<file path="config.mk">
export PLATFORM = sky130hd
export DESIGN_NAME = serial_subtractor
export DESIGN_NICKNAME = d
export VERILOG_FILES = /design/src/rtl/serial_subtractor_pkg.sv /design/src/rtl/serial_subtractor_full_subtractor.sv /design/src/rtl/serial_subtractor.sv
export SDC_FILE = /design/constraint.sdc
export NUM_CORES = 1
export LEC_CHECK = 0
export BUFFER_PORTS_ARGS = -buffer_cell sky130_fd_sc_hd__buf_2
export CAP_MARGIN = 20
export CORE_UTILIZATION = 25
export DETAILED_ROUTE_END_ITERATION = 6
export SLEW_MARGIN = 20
export SYNTH_ARGS = -nofsm -noshare
export SYNTH_HDL_FRONTEND = slang
export SYNTH_HIERARCHICAL = 1
export SYNTH_SLANG_ARGS = --single-unit
</file>
<file path="constraint.sdc">
create_clock -name clk -period 2.09 [get_ports clk]
set_clock_uncertainty 0.1 [all_clocks]
set_input_delay 0.1045 -clock clk [delete_from_list [all_inputs] [get_ports clk]]
set_output_delay 0.1045 -clock clk [all_outputs]
set_load 0.05 [all_outputs]
</file>
<file path="src/rtl/serial_subtractor_pkg.sv">
// Shared definitions for the bit-serial subtractor: FSM encoding and default width.
package serial_subtractor_pkg;

  localparam int unsigned DEFAULT_W = 4;

  typedef enum logic [1:0] {
    ST_IDLE  = 2'd0,
    ST_SHIFT = 2'd1,
    ST_DONE  = 2'd2
  } state_e;

endpackage

</file>
<file path="src/rtl/serial_subtractor_full_subtractor.sv">
// Combinational 1-bit full subtractor: d = a - b - bi, with borrow out.
module full_subtractor (
  input  logic i_a,
  input  logic i_b,
  input  logic i_bi,
  output logic o_d,
  output logic o_bo
);

  assign o_d  = i_a ^ i_b ^ i_bi;
  assign o_bo = (~i_a & i_b) | (~(i_a ^ i_b) & i_bi);

endmodule

</file>
<file path="src/rtl/serial_subtractor.sv">
// Bit-serial subtractor D = A - B - Bin, LSB first, one bit per clock.
// The design has a start/busy/done handshake and registered result outputs.
module serial_subtractor
  import serial_subtractor_pkg::*;
#(
  parameter int unsigned W = DEFAULT_W
) (
  input  logic         clk,
  input  logic         rst,
  input  logic         start,
  input  logic [W-1:0] A,
  input  logic [W-1:0] B,
  input  logic         Bin,
  output logic         busy,
  output logic         done,
  output logic [W-1:0] D,
  output logic         Bout,
  output logic         V
);

  localparam int unsigned CW = $clog2(W) + 1;

  state_e          r_state;
  logic [W-1:0]    r_a;
  logic [W-1:0]    r_b;
  logic [W-1:0]    r_res;
  logic [W-1:0]    r_d;
  logic            r_br;
  logic            r_bout;
  logic            r_v;
  logic            r_busy;
  logic            r_done;
  logic [CW-1:0]   r_cnt;
  logic            w_d;
  logic            w_bo;

  full_subtractor u_fs (
    .i_a  (r_a[0]),
    .i_b  (r_b[0]),
    .i_bi (r_br),
    .o_d  (w_d),
    .o_bo (w_bo)
  );

  always_ff @(posedge clk or posedge rst) begin
    if (rst) begin
      r_state <= ST_IDLE;
      r_a     <= '0;
      r_b     <= '0;
      r_res   <= '0;
      r_d     <= '0;
      r_br    <= 1'b0;
      r_bout  <= 1'b0;
      r_v     <= 1'b0;
      r_busy  <= 1'b0;
      r_done  <= 1'b0;
      r_cnt   <= '0;
    end else begin
      unique case (r_state)
        ST_IDLE, ST_DONE: begin
          r_done <= 1'b0;
          if (start) begin
            r_a     <= A;
            r_b     <= B;
            r_br    <= Bin;
            r_res   <= '0;
            r_cnt   <= '0;
            r_busy  <= 1'b1;
            r_state <= ST_SHIFT;
          end else begin
            r_state <= ST_IDLE;
          end
        end
        ST_SHIFT: begin
          r_a   <= r_a >> 1;
          r_b   <= r_b >> 1;
          r_res <= {w_d, r_res[W-1:1]};
          r_br  <= w_bo;
          r_cnt <= r_cnt + 1'b1;
          // Last bit: r_br is still the borrow into the MSB, needed for V.
          if (r_cnt == CW'(W - 1)) begin
            r_d     <= {w_d, r_res[W-1:1]};
            r_bout  <= w_bo;
            r_v     <= r_br ^ w_bo;
            r_busy  <= 1'b0;
            r_done  <= 1'b1;
            r_state <= ST_DONE;
          end
        end
        default: begin
          r_busy  <= 1'b0;
          r_done  <= 1'b0;
          r_state <= ST_IDLE;
        end
      endcase
    end
  end

  assign busy = r_busy;
  assign done = r_done;
  assign D    = r_d;
  assign Bout = r_bout;
  assign V    = r_v;

endmodule

</file>
== Yosys cells after proc, flatten, opt, wreduce, memory -nomap -nowiden ==
Index checks and enable logic that the tools add are counted.

* Register bits after elaboration: 26
* Bits of input ports: 12
* Logic and storage cells: 49

* $add $sub $neg: 1
* Equality and inequality tests: 5
* Multiplexer cells: 18
* Bitwise operators: 8
* Reduce and logical (&&, ||, !) cells: 6

{| class="wikitable"
|+ Operators by type and width
! kind !! count
|-
| 4-bit case mux with 2 select lines || 3
|-
| 4-bit two-way mux || 3
|-
| 1-bit two-way mux || 6
|-
| 3-bit case mux with 2 select lines || 1
|-
| 2-bit AND reduction || 3
|-
| 2-bit != test, second input constant || 2
|-
| 1-bit case mux with 2 select lines || 2
|-
| 2-bit case mux with 2 select lines || 1
|-
| 3-bit by 1-bit adder with 3-bit output, second input constant || 1
|-
| 3-bit by 2-bit == test with 1-bit output, second input constant || 1
|-
| 3-bit two-way mux || 1
|-
| 1-bit bitwise XOR || 3
|-
| 1-bit AND || 2
|-
| 2-bit by 1-bit == test with 1-bit output, second input constant || 1
|-
| 2-bit == test, second input constant || 1
|-
| 2-bit zero test || 1
|-
| 2-bit two-way mux || 1
|-
| 1-bit inverter || 2
|-
| 2-bit nonzero test || 1
|-
| 2-bit OR reduction || 1
|-
| 1-bit bitwise OR || 1
|}

== Longest topological paths before layout ==
* Depth in word-level cells: 5
* Mapped depth: 5
* Gate-level depth less buffers: 5

== By module ==
Netlist, hierarchy kept.

{| class="wikitable"
|+ Modules (own cells, without submodules)
! module !! times used !! cells each !! area an instance (µm²)
|-
| serial_subtractor || 1 || 88 || 1058.5
|-
| full_subtractor || 1 || 4 || 31.3
|}

== Least setup slack after synthesis ==
Ideal clock, no wire load.

* Path type: register -> register
* From: register r_state[1]
* To: register r_bout (netlist: Bout)
* Setup time: 125 ps
* Data arrival time: 1387 ps
* Data required time: 1865 ps
* Setup slack: 478 ps
* Stages on the path, launching flop included: 4
* Clock period less this slack: 1612 ps
* Cell sequence: dfrtp_1 buf_2 nand3b_4 mux2_2

* Word-level cells in the longest chain between the ends: 2

{| class="wikitable"
|+ RTL lines
! element !! RTL line !! source
|-
| start: declaration || serial_subtractor.sv:23 || <nowiki>state_e r_state;</nowiki>
|-
| start signal: assignment || serial_subtractor.sv:47 || <nowiki>r_state <= ST_IDLE;</nowiki>
|-
| start signal: assignment || serial_subtractor.sv:69 || <nowiki>r_state <= ST_SHIFT;</nowiki>
|-
| start signal: assignment || serial_subtractor.sv:71 || <nowiki>r_state <= ST_IDLE;</nowiki>
|-
| 2-bit by 1-bit == test with 1-bit output || serial_subtractor.sv:59 || <nowiki>unique case (r_state)</nowiki>
|-
| 2-bit AND reduction (no line) || n/a ||
|-
| end signal: assignment || serial_subtractor.sv:83 || <nowiki>r_bout <= w_bo;</nowiki>
|-
| end: declaration || serial_subtractor.sv:29 || <nowiki>logic r_bout;</nowiki>
|}

No other way between the ends.
A chain may end at the register's enable or synchronous reset.

== Worst setup path after layout ==
* From: register r_cnt[0]
* To: register r_d[2] (netlist: D[2])

* Word-level cells in the longest chain between the ends: 2

{| class="wikitable"
|+ RTL lines
! element !! RTL line !! source
|-
| start: declaration || serial_subtractor.sv:33 || <nowiki>logic [CW-1:0] r_cnt;</nowiki>
|-
| start signal: assignment || serial_subtractor.sv:79 || <nowiki>r_cnt <= r_cnt + 1'b1;</nowiki>
|-
| 3-bit by 2-bit == test with 1-bit output || serial_subtractor.sv:81 || <nowiki>if (r_cnt == CW'(W - 1)) begin</nowiki>
|-
| 2-bit AND reduction (no line) || n/a ||
|-
| end signal: assignment || serial_subtractor.sv:82 || <nowiki>r_d <= {w_d, r_res[W-1:1]};</nowiki>
|-
| end: declaration || serial_subtractor.sv:27 || <nowiki>logic [W-1:0] r_d;</nowiki>
|}

No other way between the ends.

==> impl_metrics.py <==
metrics = {
    "die": {
        "core_sq_um": 4086,
        "dieWidth_um": 68.03,
        "fp-row-count": 23,
        "die_area_sq_um": 4627,
        "top_level_ports": 20,
        "die_y_um": 68.03,
        "start_util_pct": 26.67,
    },
    "setup_path": {
        "r2r-start": "r_cnt[0]",
        "cp-startpoint": "r_cnt[0]",
        "critPathCaptureType": "register",
        "start_kind": "register",
        "r2r_cells": 4,
        "path_class": "reg -> reg",
        "arrival_ns": 1.58,
        "required_ns": 2.14,
        "rrSetupSlack_ns": 0.56,
        "regToRegEndpoint": "D[2]",
        "critPathMaxFanout": 8,
    },
    "timing": {
        "maxSlewViolCount": 0,
        "post-route-min-period_ns": 1.527,
        "hold_violations": 0,
        "fin_hold_ws_ns": 0.004542,
        "clock.fmax_ghz": 0.6551,
        "final.period_utilization_pct": 73.04,
        "slew_headroom_pct": 69.30,
        "grt_setup_unrepaired": "no",
        "worstMarginPinSlew_ns": 0.4604,
        "layout_setup_ws_ns": 0.5635,
        "setup_viol": 0,
        "fin_tns_setup_ns": 0,
    },
    "clock_network": {
        "cts_tree": "done",
        "cts_buffer_depth": 2,
        "numCtsBuffers": 3,
        "htree_levels": 1,
        "clock_latency_ns": 0.26,
        "cts_root_buf": "clkbuf_8",
        "clkTransAtPathRegs_ns": 0.08,
        "postCtsSetupRepairBufs": 0,
        "cts.sinks": 24,
    },
    "grt": {
        "use_met3_pct": 3.500,
        "antenna_found_initial": 0,
        "grt_start_max_net_pins": 25,
        "grt_pass1_wl_um": 3636,
        "use_met1_pct": 12.50,
        "busiest_layer": "met2",
        "grt-ovfl-total": 0,
        "grt_util_met2_pct": 18.14,
        "grt_pass1_vias": 803,
        "grt.total_usage_pct": 10.50,
    },
    "placement": {
        "placedCellCount": 159,
        "gp_congestion": 0.7517,
        "pre_cts_ws_ns": 0.5686,
        "hpwl_um": 1534,
        "port_buffers": 19,
    },
    "power": {
        "p_per_area_nw_per_um2": 1668,
        "power.leakage_nw": 0.6364,
        "ir_drop_mv": 0.7689,
    },
    "detailed_routing": {
        "drt_iter0_drc": 17,
        "vias_per_cell": 4.545,
        "ant_nets": 0,
        "drt_wl_total_um": 2100,
        "wl_per_cell_um": 12.57,
        "remaining_drc_errors": 0,
        "vias": 759,
        "dr.pass1.iters": 4,
    },
    "final_layout": {
        "drive_gt1_share_pct": 29.91,
        "antenna_cells": 0,
        "final_common_cell": "dfrtp_1",
        "layout_common_cells": "24 x dfrtp_1, 19 x buf_2, 6 x inv_1, 6 x mux2_2",
        "final_nets": 133,
        "finish.utilization_pct": 32.67,
        "finalNonFillerCells": 167,
        "area_growth_syn_to_layout_pct": 22.50,
    },
    "logic_synthesis": {
        "synth_fp_nets": 107,
        "synth_area_sq_um": 1090,
        "ys_types": 25,
        "synth_warnings": 6,
        "syn-mean-instance-area_sq_um": 11.85,
        "synth_seq_area_share_pct": 55.11,
        "syn_inst": 92,
        "synth_seq_cells": 24,
    },
    "hold_path": {
        "hold_start": "A[0]",
        "holdPathStages": 3,
        "holdPathEnd": "r_a[0]",
        "hold_path.class": "in -> reg",
    },
    "job": {
        "maxCapViolCount": 0,
    },
    "outcome": {
        "status": "complete, no violations",
    },
}
## power breakdown
part | total (mW) | internal (mW) | switching (mW)
combinational | 1.06 | 0.425 | 0.632
clock | 0.308 | 0.168 | 0.140
sequential | 0.862 | 0.685 | 0.178
total | 2.23 | 1.28 | 0.950
## worst max-delay path, cell delays in order, from the launching register on
cell	delay, ns
dfrtp_1	0.40
ha_1	0.20
ha_1	0.23
nand3b_4	0.14
mux2_2	0.35
## cells by family after synthesis
family | synth area share, %
flops | 55.11
simple gates | 13.32
compound gates | 12.86
buf+inv | 4.821
mux | 8.955
fa+ha+maj | 4.133
xor+xnor | 0.8038
## cells in the mapped netlist
library cell  count  share of area (%)
dfrtp_1          24                 55
inv_1             6                2.1
mux2_2            6                6.2
a22o_1            5                4.0
o21ai_0           5                2.3
nand2_1           4                1.4
nor2_1            4                1.4
nor3_1            4                1.8
o22ai_1           4                2.3
a211oi_1          3                2.1
a21oi_1           3                1.4
and2b_1           3                2.1
buf_2             3                1.4
mux2i_1           3                2.8
buf_4             2                1.4
ha_1              2                2.3
nand2b_1          2                1.1
nor2b_1           2                1.1
fa_1              1                1.8
nand3_1           1               0.46
nand3b_4          1                1.8
nor2_4            1                1.0
o2bb2ai_1         1               0.80
or2b_4            1                1.0
xnor2_1           1               0.80
## per-layer routing
metal / vias to the layer above / wire [um] / share of wire, %
li1: 373 / - / -
met1: 367 / 941 / 45
met2: 17 / 1038 / 49
met3: 2 / 105 / 5.0
met4: 0 / 14 / 0.67
met5: - / 0 / 0
## how the worst max path moves through the flow
stage / end / slack (ns) / depth (start not counted)
CTS: D[2] / 0.55 / 4
global placement: Bout / 0.60 / 4
finish: D[2] / 0.56 / 4
detailed placement: D[2] / 0.57 / 4
global route: D[2] / 0.49 / 4
floorplan: Bout / 0.48 / 3
## what timing repair did
item                       in CTS  in global routing
hold endpoints to repair       27                  0
hold buffers                    4                  0
gates resized for setup         0                  0
setup endpoints to repair       0                  0
## metrics by stage
stage	total power [mW]	instance area, sq um
global route	2.393	1335
CTS	2.253	1335
finish	2.227	1335
floorplan	1.688	1090
detailed placement	1.937	1240
global placement	1.885	1240
## final cells by class
type,count,area (sq um)
fillers,440,2751
flip-flops and latches,24,600.6
multi-input cells,57,436.7
repair buffers,26,157.7
well taps,50,62.56
clock buffers,4,55.05
inverters,6,22.52
## state kept, by name, indices dropped and copies added (netlist names)
| signal | cells |
|---|---|
| D | 4 |
| r_a | 4 |
| r_b | 4 |
| r_cnt | 3 |
| r_res | 3 |
| r_state | 2 |
| Bout | 1 |
| V | 1 |
| busy | 1 |
| r_br | 1 |
Note: power is estimated with default switching activity, not from simulation.
